$ cat src/rtl/nd_2to1_arb_pkg.sv
// nd_2to1_arb_pkg: shared sizes, grant encoding and round-robin pick for the 2-to-1 merge node.
package nd_2to1_arb_pkg;

    localparam int NS_ADDRESS_SIZE = 6;
    localparam int NS_DATA_SIZE    = 32;
    localparam int NS_FIFO_SIZE    = 2;

    typedef enum logic {
        IN0 = 1'b0,
        IN1 = 1'b1
    } port_t;

    // A tie goes to the input that did not win last time.
    function automatic port_t pick(input logic ne0, input logic ne1, input port_t last);
        return (ne0 && ne1) ? ((last == IN0) ? IN1 : IN0) : (ne1 ? IN1 : IN0);
    endfunction

endpackage

$ cat src/rtl/nd_msg_fifo.sv
// nd_msg_fifo: circular message buffer of 2^FSZ entries with occupancy counter.
module nd_msg_fifo
    import nd_2to1_arb_pkg::*;
#(
    parameter int ASZ = NS_ADDRESS_SIZE,
    parameter int DSZ = NS_DATA_SIZE,
    parameter int FSZ = NS_FIFO_SIZE
) (
    input  logic               i_clk,
    input  logic               reset,
    input  logic               push,
    input  logic               pop,
    input  logic [ASZ+DSZ-1:0] din,
    output logic [ASZ+DSZ-1:0] dout,
    output logic               full,
    output logic               empty
);

    localparam logic [FSZ:0] DEPTH = (FSZ+1)'(2**FSZ);

    logic [ASZ+DSZ-1:0] mem [2**FSZ];
    logic [FSZ-1:0]     head;
    logic [FSZ-1:0]     tail;
    logic [FSZ:0]       count;

    assign dout  = mem[head];
    assign full  = count == DEPTH;
    assign empty = count == '0;

    always_ff @(posedge i_clk or posedge reset) begin
        if (reset) begin
            head  <= '0;
            tail  <= '0;
            count <= '0;
        end else begin
            if (push) tail <= tail + FSZ'(1);
            if (pop) head <= head + FSZ'(1);
            if (push != pop) count <= push ? count + (FSZ+1)'(1) : count - (FSZ+1)'(1);
        end
    end

    // Storage needs no reset: an entry is only read after it has been written.
    always_ff @(posedge i_clk) begin
        if (push) mem[tail] <= din;
    end

endmodule

$ cat src/rtl/nd_2to1_arb.sv
// nd_2to1_arb: merges two 4-phase req/ack message channels into one,
// buffering each input and forwarding round-robin.
module nd_2to1_arb
    import nd_2to1_arb_pkg::*;
#(
    parameter int ASZ = NS_ADDRESS_SIZE,
    parameter int DSZ = NS_DATA_SIZE,
    parameter int FSZ = NS_FIFO_SIZE
) (
    input  logic           i_clk,
    input  logic           reset,
    output logic           ready,
    output logic [ASZ-1:0] snd0_dst,
    output logic [DSZ-1:0] snd0_dat,
    output logic           snd0_req,
    input  logic           snd0_ack,
    input  logic [ASZ-1:0] rcv0_dst,
    input  logic [DSZ-1:0] rcv0_dat,
    input  logic           rcv0_req,
    output logic           rcv0_ack,
    input  logic [ASZ-1:0] rcv1_dst,
    input  logic [DSZ-1:0] rcv1_dat,
    input  logic           rcv1_req,
    output logic           rcv1_ack
);

    logic               push0, push1, pop0, pop1;
    logic               full0, full1, empty0, empty1;
    logic               idle, any;
    logic [ASZ+DSZ-1:0] head0, head1;
    port_t              last_grant, grant;

    always_comb begin
        push0 = ready && rcv0_req && !rcv0_ack && !full0;
        push1 = ready && rcv1_req && !rcv1_ack && !full1;
        idle  = ready && !snd0_req && !snd0_ack;
        any   = !empty0 || !empty1;
        grant = pick(!empty0, !empty1, last_grant);
        pop0  = idle && any && grant == IN0;
        pop1  = idle && any && grant == IN1;
    end

    nd_msg_fifo #(.ASZ(ASZ), .DSZ(DSZ), .FSZ(FSZ)) u_fifo0 (
        .i_clk (i_clk),
        .reset (reset),
        .push  (push0),
        .pop   (pop0),
        .din   ({rcv0_dst, rcv0_dat}),
        .dout  (head0),
        .full  (full0),
        .empty (empty0)
    );

    nd_msg_fifo #(.ASZ(ASZ), .DSZ(DSZ), .FSZ(FSZ)) u_fifo1 (
        .i_clk (i_clk),
        .reset (reset),
        .push  (push1),
        .pop   (pop1),
        .din   ({rcv1_dst, rcv1_dat}),
        .dout  (head1),
        .full  (full1),
        .empty (empty1)
    );

    always_ff @(posedge i_clk or posedge reset) begin
        if (reset) begin
            ready      <= 1'b0;
            snd0_req   <= 1'b0;
            snd0_dst   <= '0;
            snd0_dat   <= '0;
            rcv0_ack   <= 1'b0;
            rcv1_ack   <= 1'b0;
            last_grant <= IN1;
        end else if (!ready) begin
            ready    <= 1'b1;
            snd0_req <= 1'b0;
            snd0_dst <= '0;
            snd0_dat <= '0;
            rcv0_ack <= 1'b0;
            rcv1_ack <= 1'b0;
        end else begin
            // Ack follows req down, and rises only with an accepted write.
            rcv0_ack <= rcv0_req && (rcv0_ack || push0);
            rcv1_ack <= rcv1_req && (rcv1_ack || push1);
            if (pop0 || pop1) begin
                {snd0_dst, snd0_dat} <= (grant == IN1) ? head1 : head0;
                snd0_req   <= 1'b1;
                last_grant <= grant;
            end else if (snd0_req && snd0_ack) begin
                snd0_req <= 1'b0;
            end
        end
    end

endmodule
$ cat config.mk
export PLATFORM = sky130hd
export DESIGN_NAME = nd_2to1_arb
export DESIGN_NICKNAME = d
export VERILOG_FILES = /design/src/rtl/nd_2to1_arb_pkg.sv /design/src/rtl/nd_msg_fifo.sv /design/src/rtl/nd_2to1_arb.sv
export SDC_FILE = /design/constraint.sdc
export NUM_CORES = 1
export LEC_CHECK = 0
export BUFFER_PORTS_ARGS = -buffer_cell sky130_fd_sc_hd__buf_2
export CELL_PAD_IN_SITES_DETAIL_PLACEMENT = 0
export CELL_PAD_IN_SITES_GLOBAL_PLACEMENT = 1
export CORE_UTILIZATION = 42
export CTS_CLUSTER_SIZE = 10
export DETAILED_ROUTE_END_ITERATION = 8
export PLACE_DENSITY = 0.67
export SLEW_MARGIN = 0
export SYNTH_ARGS = -nofsm -noshare
export SYNTH_HDL_FRONTEND = slang
export SYNTH_HIERARCHICAL = 1
export SYNTH_SLANG_ARGS = --single-unit
export TNS_END_PERCENT = 50
$ cat constraint.sdc
create_clock -name i_clk -period 2.5 [get_ports i_clk]
set_input_delay 0.125 -clock i_clk [delete_from_list [all_inputs] [get_ports i_clk]]
set_output_delay 0.125 -clock i_clk [all_outputs]
set_load 0.02 [all_outputs]
==> out/metrics.csv, run 1 <==
metric;value;unit
status;complete, no violations;
vias in the first global route;7650;
layout cells sized above 1;33.15;%
Total Routing Usage GR;18.06;%
Unique masters post-synth;30;
CP max-delay cell;or3b_4;
sequential-to-total area share from yosys stat;76.60;%
Crit Path Max Fanout;15;
Hold/Removal Path Class;input pin to async pin;
number of max-cap violations;0;
pin count of the biggest net entering global routing;29;
Hold WS;0.1276;ns
DP Worst Slack;0.4949;ns
Storage cell area;10570;µm²
CP Launch Type;flip-flop;
ant diodes;0;
number of nets with antenna violations after routing;0;
worst skew pair latency;0.52;ns
minimum clock period;2.009;ns
Lkg Pwr;6.234;nW
fmax;497.8;MHz
Max Used Layer;met4;
CTS tree;yes;
vias per cell;5.199;
die area;33540;µm²
Die H;183.1;µm
# setup viols final;0;
Core Area;31880;µm²
CTS H-tree lvls;2;
synth warn;6;
met3 wire length;1.374;mm
WP buf/inv;1;
Final Cycle Share;80.36;%
Largest delay share family, worst path;simple AND/OR/NAND/NOR gates;
CTS Buffer Depth;3;
IR drop worst, VDD;0.5291;mV
DR pass1 iterations;4;
clock root buffer master;clkbuf_16;
Multi-input gate area;2867;µm²
met1 WL;11.72;mm
Final Hold Vio Count;0;
# fillers;2571;
hpwl dp;18.58;mm
nets;965;
CP arrival;2.41;ns
Synth Area per Inst;22.01;µm²
RD Place Congestion;0.7058;
CP peak stage delay;0.46;ns
setup tns final;0;ns
post-CTS setup buffer count;0;
Initial Utilization;43.23;%
PnR Total Power;0.01738;W
Worst Max-Slew Pin Slew;0.5594;ns
CTS Buf Count;42;
chip width;183.1;µm
Met2 Routed Length;15.24;mm
synth-to-layout area growth;23.58;%
Iter 0 DRT Violations;399;
routed vias;6967;
Max Clock Skew;0.01388;ns
required time of the critical path;2.90;ns
Rows;65;
antenna violations before repair;0;
Setup CP Type;flip-flop to flip-flop;
Power Density;1021;nW/µm²
# IOs;123;
mean routed wirelength per cell;21.70;µm
Port Buffer Count;122;
TritonCTS Sinks;361;
Mapped Cells;626;
Clk pin slew, worst setup/hold paths;0.05;ns
final slew viol count;0;
Worst slew margin;62.65;%
final worst slack;0.4911;ns
Yosys reg bits;361;
Post-Synthesis Net Count;717;
critical path cell sequence;or3b_4 > nor3_4 > buf_4 > nor3b_1 > a21oi_1 > xnor2_1;
Mapped Area;13780;µm²
RSZ-0062 raised after global routing;false;
global-route wire length before repair;44.86;mm
DRC violations left;0;
element type at the critical path end;flip-flop;
WL final;29.07;mm
GRT overflow;0;
==> cells by family (layout without fill, tap and decap cells) <==
| group | after synthesis | in the layout | synth area share [%] |
|---|---|---|---|
| xor gates and xnor gates | 12 | 12 | 0.7627 |
| DFF | 361 | 361 | 76.60 |
| muxes | 78 | 78 | 12.58 |
| and+or+nand+nor | 70 | 70 | 3.205 |
| buffers and inverters | 47 | 326 | 2.669 |
| adders and majority gates | 10 | 10 | 1.017 |
| other | 1 | 1 | 0.02721 |
| AOI/OAI and AO/OA | 47 | 47 | 3.132 |
==> placed cells by master, fill, tap and decap left out, types with 5 or more instances in the layout <==
| cell type | instances |
|---|---|
| and3_1 | 38 |
| inv_1 | 10 |
| edfxtp_1 | 304 |
| nor3b_1 | 5 |
| buf_12 | 10 |
| nand2_1 | 7 |
| mux4_2 | 76 |
| dfrtp_1 | 51 |
| ha_1 | 8 |
| and2_2 | 8 |
| a221o_1 | 38 |
| buf_4 | 28 |
| xnor2_1 | 8 |
| clkbuf_1 | 31 |
| dlygate4sd3_1 | 80 |
| buf_2 | 122 |
| clkbuf_16 | 42 |
==> per-layer routing <==
metal,GRT usage (%),up-vias
li1,-,3089
met1,22.67,3632
met2,32.17,191
met3,2.820,55
met4,5.633,0
met5,0,-
==> what timing repair did <==
item	in CTS	in global routing
hold buffers	80	0
endpoints found under the hold margin	343	0
gates resized for setup	0	0
==> power breakdown <==
group / internal, W / total (W) / switching [W]
combinational: 0.00209 / 0.00406 / 0.00197
clock: 0.00314 / 0.00532 / 0.00218
sequential: 0.00736 / 0.00800 / 0.000636
total: 0.0126 / 0.0174 / 0.00479
==> registers in the layout, summed over array words and instances, names as in the netlist, 2 cells and up <==
signal	cells
u_fifo0/mem	152
u_fifo1/tail	2
snd0_dat	32
u_fifo1/count	3
u_fifo1/mem	152
u_fifo0/count	3
u_fifo0/tail	2
snd0_dst	6
u_fifo0/head	2
u_fifo1/head	2
==> final timing paths <==
check | start | end | slack, ns | depth (start not counted)
hold / removal | reset | u_fifo0/count[1]$_DFFE_PP0P_ | 0.13 | 3
setup / recovery | snd0_req$_DFFE_PP0P_ | u_fifo0/count[2]$_DFFE_PP0P_ | 0.49 | 6
min in group i_clk | rcv1_dat[23] | u_fifo1/mem[0][23]$_DFFE_PP_ | 0.35 | 2
max in group asynchronous | reset | snd0_dat[14]$_DFFE_PP0P_ | 1.64 | 4
hold reg to reg | u_fifo1/count[2]$_DFFE_PP0P_ | u_fifo1/count[2]$_DFFE_PP0P_ | 0.50 | 1
setup reg to reg | snd0_req$_DFFE_PP0P_ | u_fifo0/count[2]$_DFFE_PP0P_ | 0.49 | 6
==> synth_stat cells <==
| library cell | n | area [µm²] |
|---|---|---|
| edfxtp_1 | 304 | 9129 |
| ha_1 | 8 | 100.1 |
| nor3b_1 | 5 | 37.54 |
| mux2_2 | 2 | 22.52 |
| xnor2_1 | 8 | 70.07 |
| and2_1 | 8 | 50.05 |
| a211o_1 | 1 | 8.760 |
| buf_4 | 4 | 30.03 |
| conb_1 | 1 | 3.750 |
| buf_2 | 13 | 65.06 |
| clkbuf_1 | 7 | 26.28 |
| nor3_1 | 4 | 20.02 |
| o21ai_0 | 3 | 15.01 |
| a221o_1 | 38 | 380.4 |
| a21oi_1 | 4 | 20.02 |
| and3_1 | 38 | 237.7 |
| dfrtp_1 | 56 | 1401 |
| fa_1 | 2 | 40.04 |
| nor3_4 | 2 | 32.53 |
| nor2_1 | 2 | 7.510 |
| inv_1 | 11 | 41.29 |
| dfstp_2 | 1 | 26.28 |
| or3b_4 | 1 | 11.26 |
| buf_6 | 4 | 45.04 |
| o31ai_1 | 1 | 7.510 |
| xor2_1 | 4 | 35.03 |
| nand2_1 | 7 | 26.28 |
| buf_12 | 8 | 160.2 |
| nor2b_1 | 3 | 18.77 |
| mux4_2 | 76 | 1712 |
==> stage by stage <==
| step | cells | instance area [µm²] | utilization (%) |
|---|---|---|---|
| 5_1_grt | 1340 | 17030 | 53.42 |
| 3_3_place_gp | 1185 | 15040 | 47.18 |
| 4_1_cts | 1340 | 17030 | 53.42 |
| 6_report | 1340 | 17030 | 53.42 |
| 3_5_place_dp | 1185 | 15040 | 47.18 |
| 2_1_floorplan | 626 | 13790 | - |
==> area by class of cell <==
cell class	count	share of cell area, %
sequential	361	62.05
tap	435	3.196
multi-input combinational	218	16.83
timing repair buffer	240	10.70
clock buffer	73	6.855
clock inverter	2	0.1249
inverter	11	0.2425
==> tightest hold or removal path, stage by stage <==
cell and delay (ns):
dlygate4sd3_1 0.53, buf_2 0.15, inv_1 0.22
Note: power is estimated with default switching activity, not from simulation.
==> inputs of run 2 (changes only) <==
Clock period 2.5 ns to 1.8 ns, I/O delays scaled along.
==> run 2 against run 1 <==
Via count up 4.6%. Hold slack worse by 0.044 ns. The run now ends with setup timing left. Final cell count up 2.6%. Non-clock buffer count up 26. Critical endpoint is now u_fifo1/count[1]$_DFFE_PP0P_. Worst setup slack worse by 0.54 ns.
==> out/metrics.csv, run 2 (synthesis gave the netlist of run 1 again) <==
metric;value;unit
layout cells sized above 1;38.09;%
Comb pwr share;27.3;%
most frequent cells in the layout;304 x edfxtp_1, 122 x buf_2, 80 x dlygate4sd3_1;
DP Worst Slack;-0.1711;ns
TritonCTS Sinks;361;
worst flop-to-flop path startpoint;ready$_DFF_PP0_;
routed vias;7285;
Die H;183.1;µm
GRT overflow;0;
most common cell after layout, fill and taps aside;edfxtp_1;
nets;999;
Lkg Pwr;6.505;nW
Crit Path Max Fanout;4;
Total Routing Usage GR;18.99;%
CP arrival;2.26;ns
synth-to-layout area growth;27.86;%
CTS Buf Count;42;
global-route wire length before repair;46.75;mm
number of max-cap violations;0;
clock root buffer master;clkbuf_16;
Rows;65;
sw frac;28.21;%
hpwl dp;18.24;mm
Core Area;31880;µm²
CP Launch Type;flip-flop;
worst skew pair latency;0.54;ns
cell internal pwr;0.01820;W
CTS H-tree lvls;2;
Initial Utilization;43.23;%
# fillers;2520;
chip width;183.1;µm
Setup CP Type;flip-flop to flip-flop;
number of nets with antenna violations after routing;0;
DR pass1 iterations;4;
fmax;542.2;MHz
vias in the first global route;7895;
vias per cell;5.298;
setup tns final;-0.3005;ns
Power Density;1439;nW/µm²
Iter 0 DRT Violations;376;
RD Place Congestion;0.7283;
minimum clock period;1.844;ns
CTS Buffer Depth;3;
Port Buffer Count;122;
element type at the critical path end;flip-flop;
antenna violations before repair;1;
number of cells on the worst reg-to-reg path;6;
mean routed wirelength per cell;23.14;µm
pin count of the biggest net entering global routing;39;
ant diodes;0;
Storage cell area;10570;µm²
status;complete, but fails checks;
WL final;31.82;mm
final slew viol count;0;
clock network power share;30.1;%
Final Cycle Share;102.5;%
failing checks;setup timing;
Critical Path Source;ready$_DFF_PP0_;
Reg power frac;42.6;%
# IOs;123;
final worst slack;-0.04428;ns
NetSw;0.007153;W
IR drop worst, VDD;0.7036;mV
top flop regs;u_fifo0/mem x152, u_fifo1/mem x152, snd0_dat x32;
Max Clock Skew;0.01508;ns
Clk pin slew, worst setup/hold paths;0.06;ns
Multi-input gate area;3077;µm²
Hold/Removal Path Class;input pin to async pin;
RSZ-0062 raised after global routing;true;
# setup viols final;17;
Final Hold Vio Count;0;
die area;33540;µm²
required time of the critical path;2.21;ns
DRC violations left;0;
CTS tree;yes;
==> run 2: final timing paths <==
kind / end / slack (ns)
max in group asynchronous: last_grant$_DFFE_PP1P_ / 1.03
min reg2reg: last_grant$_DFFE_PP1P_ / 0.53
max reg2reg: u_fifo1/count[1]$_DFFE_PP0P_ / -0.04
min: u_fifo1/count[2]$_DFFE_PP0P_ / 0.08
max: u_fifo1/count[1]$_DFFE_PP0P_ / -0.04
min in group i_clk: u_fifo0/mem[3][21]$_DFFE_PP_ / 0.30
==> run 2: metrics by stage <==
step           power (W)  cells  cell area (µm²)  hold WS (ns)  utilization, %
6_report         0.02536   1375            17620       0.08375           55.27
5_1_grt          0.02642   1375            17620        0.1105           55.27
4_1_cts          0.02522   1347            17240       0.08840           54.07
3_5_place_dp     0.01725   1180            15090       0.09814           47.32
3_3_place_gp     0.01709   1180            15090       0.09670           47.32
2_1_floorplan    0.01539    626            13920       -0.1066               -
==> run 2: final cells by class <==
type / count / share of cell area [%]
flip-flops and latches: 361 / 59.98
multi-input cells: 226 / 17.46
repair buffers: 266 / 12.23
clock buffers: 73 / 6.803
well taps: 435 / 3.089
inverters: 11 / 0.2343
clock inverters: 3 / 0.2059
==> run 2: metal layers <==
layer	global-route usage [%]	vias to the layer above	routed length [µm]
met2	33.03	206	16430
met1	24.80	3852	13250
met5	0	-	13
met3	3.018	45	1619
li1	-	3180	-
met4	5.233	2	509
==> run 2: power by group through the flow <==
stage	clock network (W)	registers (W)	logic [W]
6_report	0.00762	0.0108	0.00692
5_1_grt	0.00811	0.0109	0.00740
4_1_cts	0.00776	0.0108	0.00665
3_5_place_dp	0	0.0110	0.00630
3_3_place_gp	0	0.0109	0.00620
2_1_floorplan	0	0.0112	0.00423
==> run 2: what timing repair did <==
| item | in CTS | in global routing |
|---|---|---|
| setup endpoints to repair | 325 | 337 |
| pin swaps | 9 | 14 |
| gates cloned | 4 | 4 |
| resized for setup | 10 | 17 |
| endpoints found under the hold margin | 364 | 0 |
| hold buffers | 80 | 0 |
| buffers inserted | 7 | 24 |
==> run 2: worst max-delay path: stages (launching register included) <==
cell and delay [ns]:
dfrtp_2 0.40, or3b_4 0.43, buf_4 0.16, nor3_4 0.15, buf_6 0.14, xnor2_2 0.13, mux2_4 0.32
